[src/rtl/bus_fifo_flow.sv]
// Single-clock show-ahead bus FIFO with occupancy count, programmable
// almost-full/almost-empty thresholds, synchronous flush and sticky error flags.
module bus_fifo_flow #(
   parameter int unsigned WIDTH        = 8,
   parameter int unsigned ADDR_BITS    = 3,
   parameter int unsigned AFULL_LEVEL  = 6,
   parameter int unsigned AEMPTY_LEVEL = 1
) (
   input  logic                 clk_i,
   input  logic                 rst_i,
   input  logic                 flush_i,
   input  logic                 data_strobe_i,
   input  logic [WIDTH-1:0]     data_in_i,
   output logic                 data_ready_o,
   output logic [WIDTH-1:0]     data_out_o,
   input  logic                 data_ack_i,
   output logic                 full_o,
   output logic                 almost_full_o,
   output logic                 almost_empty_o,
   output logic [ADDR_BITS:0]   count_o,
   output logic                 overflow_o,
   output logic                 underflow_o,
   input  logic                 clear_err_i
);

   localparam int unsigned DEPTH = 1 << ADDR_BITS;
   localparam logic [ADDR_BITS:0] AFULL_CNT  = AFULL_LEVEL[ADDR_BITS:0];
   localparam logic [ADDR_BITS:0] AEMPTY_CNT = AEMPTY_LEVEL[ADDR_BITS:0];

   logic [WIDTH-1:0]   mem_q [DEPTH];
   logic [ADDR_BITS:0] wrPtr_q, wrPtr_d;
   logic [ADDR_BITS:0] rdPtr_q, rdPtr_d;
   logic               overflow_q, overflow_d;
   logic               underflow_q, underflow_d;

   logic isEmpty;
   logic isFull;
   logic pushOk;
   logic popOk;

   // The extra pointer MSB tells a full ring apart from an empty one.
   assign isEmpty = (wrPtr_q == rdPtr_q);
   assign isFull  = (wrPtr_q[ADDR_BITS-1:0] == rdPtr_q[ADDR_BITS-1:0]) &&
                    (wrPtr_q[ADDR_BITS] != rdPtr_q[ADDR_BITS]);
   assign pushOk  = data_strobe_i & ~isFull;
   assign popOk   = data_ack_i & ~isEmpty;

   always_comb begin
      wrPtr_d     = wrPtr_q;
      rdPtr_d     = rdPtr_q;
      overflow_d  = overflow_q;
      underflow_d = underflow_q;
      if (flush_i) begin
         wrPtr_d = '0;
         rdPtr_d = '0;
      end else begin
         if (pushOk) wrPtr_d = wrPtr_q + 1'b1;
         if (popOk)  rdPtr_d = rdPtr_q + 1'b1;
      end
      // A clear in the same cycle as a new error loses to the error.
      if (clear_err_i) begin
         overflow_d  = 1'b0;
         underflow_d = 1'b0;
      end
      if (data_strobe_i && isFull) overflow_d  = 1'b1;
      if (data_ack_i && isEmpty)   underflow_d = 1'b1;
   end

   always_ff @(posedge clk_i or posedge rst_i) begin
      if (rst_i) begin
         wrPtr_q     <= '0;
         rdPtr_q     <= '0;
         overflow_q  <= 1'b0;
         underflow_q <= 1'b0;
      end else begin
         wrPtr_q     <= wrPtr_d;
         rdPtr_q     <= rdPtr_d;
         overflow_q  <= overflow_d;
         underflow_q <= underflow_d;
      end
   end

   always_ff @(posedge clk_i) begin
      if (pushOk && !flush_i) mem_q[wrPtr_q[ADDR_BITS-1:0]] <= data_in_i;
   end

   assign count_o        = wrPtr_q - rdPtr_q;
   assign data_ready_o   = ~isEmpty;
   assign data_out_o     = isEmpty ? '0 : mem_q[rdPtr_q[ADDR_BITS-1:0]];
   assign full_o         = isFull;
   assign almost_full_o  = (count_o >= AFULL_CNT);
   assign almost_empty_o = (count_o <= AEMPTY_CNT);
   assign overflow_o     = overflow_q;
   assign underflow_o    = underflow_q;

endmodule

[config.mk]
export PLATFORM = sky130hd
export DESIGN_NAME = bus_fifo_flow
export DESIGN_NICKNAME = d
export VERILOG_FILES = /design/src/rtl/bus_fifo_flow.sv
export SDC_FILE = /design/constraint.sdc
export NUM_CORES = 1
export LEC_CHECK = 0
export ABC_AREA = 1
export BUFFER_PORTS_ARGS = -buffer_cell sky130_fd_sc_hd__buf_2
export CAP_MARGIN = 5
export CORE_ASPECT_RATIO = 0.7
export CORE_UTILIZATION = 35
export DETAILED_ROUTE_END_ITERATION = 8
export PLACE_DENSITY = 0.62
export SLEW_MARGIN = 15
export SYNTH_ARGS = -nofsm -noshare
export SYNTH_HDL_FRONTEND = slang
export SYNTH_SLANG_ARGS = --single-unit
[constraint.sdc]
create_clock -name clk_i -period 6 [get_ports clk_i]
set_input_delay 1.2 -clock clk_i [delete_from_list [all_inputs] [get_ports clk_i]]
set_output_delay 1.2 -clock clk_i [all_outputs]
set_load 0.02 [all_outputs]
==> flow_summary.ini <==
[timing]
max_freq_ghz = 0.262
period_share = 0.636
rsz0062_at_grt = false
maxSlewHeadroom = 0.225
tns_ps = 0
setup_ws_ps = 2180
tightest_slew_ps = 1160
setup_viol = 0
fin_crit_ps = 3820
finalHoldViolCount = 0
finClkSkew_ps = 5.85
finalMaxSlewViolations = 0

[finish]
drive_gt1_frac = 0.139
nets = 425
syn2layout_area_growth_pct = 13.9
n_antenna_cell = 0
fill_cells = 916
post-route-util = 0.415

[route]
drt_iter0_drc = 179
drt_wl_total_um = 7800
dr.pass1.iters = 5
post_drt_wl_per_cell_um = 14.5
drc = 0
viasPerCell = 4.69
antenna_left = 0
num_vias = 2523

[synthesis]
synth_common_cells = nand2_1, edfxtp_1, inv_1, nor2_1, nand3_1
ys_ff_latch = 74
syn_nets = 397
async_flop_share = 0.135
seq_area_frac_synth = 0.608
synth_area_mm2 = 0.00357
synth_warnings = 0
synth_edf_count = 64
yosysTopAreaCell = edfxtp_1
synth.most_common_cell = nand2_1
ys.flop_type = edfxtp_1
synthTopCellsByArea = edfxtp_1, nand2_1, dfrtp_1, nand3_1, inv_1
synth.avg_cell_area_um2 = 9.47
synthesis.instances = 377
synthDistinctLibCells = 24
yosysTopAreaCellShare = 0.538

[setup_path]
critical_path.max_fanout = 13
cpPeakStageDelay_ps = 660
slowest_stage = dfrtp_1
critPathArrivalTime_ps = 2620
worstPathCellList = clkinv_1 -> ha_1 -> nand3_1 -> inv_2 -> nand2_4 -> nand2_1 -> nor2_1 -> buf_2
reg2reg_from = rdPtr_q[2]
required_ps = 4800
cp_num_buf_inv = 3
r2r_slack_ps = 2740
r2r-end = mem_q[5][6]
rr_worst_depth = 7
crit_path_end_kind = output pin
cp-start-kind = register
worst-setup-path-type = register to output pin
critPathTopFamily = buffers and inverters

[placement]
hpwlAfterDp_um = 5060
routabilityCongestion = 0.839
dp_slack_ps = 2520
io_buffers = 31

[run]
maxCapViolCount = 0

[floorplanning]
io_pins = 32
die_w_um = 123
die-height_um = 86.5
die-area_mm2 = 0.0106
fp-row-count = 30
initial_core_util = 0.364
core_area_mm2 = 0.00980

[min_path]
worstHoldPathCells = 2
min-delay-start = underflow_o
min_to = underflow_o
hold_path_class = register to register

[cts]
clock-sinks = 74
cts_tree = done
cts_root_buf = clkbuf_16
cts_hold_buf = 0
clk_pin_slew_worst_paths_ps = 60
htree_levels = 3
cts.repair.resized = 0
cts_setup_buffers = 0
clk_path_buf_depth = 2
clk-insertion-delay-late_ps = 330
cts_inserted_buffers = 9

[global_routing]
grt_pass1_vias = 2330
overflow = 0
grt_max_degree = 47
grt_pass1_wl_um = 12400
grt_usage = 0.164
antenna_found_initial = 0

[power_and_ir_drop]
irDropWorstVdd_mv = 0.126
p_leak_nw = 1.83
powerDensity_mw_per_mm2 = 343

[status]
outcome = finished, final reports clean
## through the flow
stage | cells | total power, mW | cell area, um2 | hold slack, ps
floorplan | 377 | 0.818 | 3570 | 554
global placement | 522 | 0.882 | 3780 | 506
detailed placement | 522 | 0.888 | 3780 | 515
CTS | 538 | 1.40 | 4070 | 524
global route | 538 | 1.46 | 4070 | 566
finish | 538 | 1.39 | 4070 | 519
## worst reg2reg max path, cell delays in order, from the launching register on
cell and delay [ps]:
dfrtp_1 660, clkinv_1 420, ha_1 460, nand3_1 130
inv_2 80, nand2_4 110, nand3_2 120, nor2_1 900
## per-layer routing
layer	up-vias	global-route usage	wire length, um	share of wire
met5	-	0	0	0
met3	12	0.0533	480	0.062
met4	0	0.0732	167	0.021
met2	98	0.240	3470	0.44
met1	1143	0.221	3690	0.47
li1	1270	-	-	-
## kinds of logic after synthesis
logic type | after synthesis | synth area share
AND/OR/NAND/NOR | 209 | 0.250
buffers and inverters | 73 | 0.0935
XOR/XNOR | 3 | 0.00736
flip-flops | 74 | 0.608
AO/OA/AOI/OAI | 12 | 0.0175
adder cells (fa/ha/maj) | 6 | 0.0231
## power by group
part | total, mW | switching [mW] | leakage [nW] | internal, mW
clock | 0.516 | 0.195 | 0.135 | 0.320
combinational | 0.296 | 0.207 | 0.981 | 0.0889
sequential | 0.582 | 0.0103 | 0.714 | 0.572
## placed cells by master (no fill, tap or decap)
| master | synthesis | final |
|---|---|---|
| a21oi_1 | 9 | 9 |
| buf_2 | 7 | 31 |
| buf_4 | 3 | 1 |
| bufinv_16 | 0 | 1 |
| clkbuf_1 | 0 | 2 |
| clkbuf_16 | 0 | 9 |
| clkinv_1 | 2 | 4 |
| clkinvlp_4 | 0 | 1 |
| dfrtp_1 | 10 | 10 |
| edfxtp_1 | 64 | 64 |
| fa_1 | 1 | 1 |
| ha_1 | 5 | 5 |
| inv_1 | 51 | 51 |
| inv_2 | 4 | 4 |
| inv_4 | 1 | 1 |
| inv_6 | 0 | 1 |
| nand2_1 | 109 | 109 |
| nand2_2 | 4 | 4 |
| nand2_4 | 2 | 2 |
| nand3_1 | 41 | 41 |
| nand3_2 | 1 | 1 |
| nand4_1 | 7 | 7 |
| nand4_2 | 1 | 1 |
| nor2_1 | 44 | 44 |
| o211ai_1 | 1 | 1 |
| o21ai_0 | 2 | 2 |
| xnor2_1 | 1 | 1 |
| xor2_1 | 2 | 2 |
## area by class of cell
cell class | count | area (um2) | area share
repair buffers | 32 | 163 | 0.0400
flip-flops and latches | 74 | 2170 | 0.534
clock buffers | 11 | 233 | 0.0572
clock inverters | 5 | 53.8 | 0.0132
inverters | 58 | 220 | 0.0542
multi-input cells | 230 | 1060 | 0.262
well taps | 128 | 160 | 0.0394
## worst max path at each step
| stage | start | end | depth (start not counted) |
|---|---|---|---|
| floorplan | wrPtr_q[0] | almost_full_o | 6 |
| global placement | rdPtr_q[1] | data_out_o[0] | 8 |
| detailed placement | rdPtr_q[1] | data_out_o[0] | 8 |
| CTS | rdPtr_q[1] | data_out_o[0] | 8 |
| global route | rdPtr_q[1] | data_out_o[0] | 8 |
| finish | rdPtr_q[2] | data_out_o[0] | 8 |
## state kept, by name, summed over array words and instances (netlist names)
| name | cells |
|---|---|
| underflow_o | 1 |
| mem_q | 64 |
| wrPtr_q | 4 |
| rdPtr_q | 4 |
| overflow_o | 1 |
(Power assumes the default switching activity.)
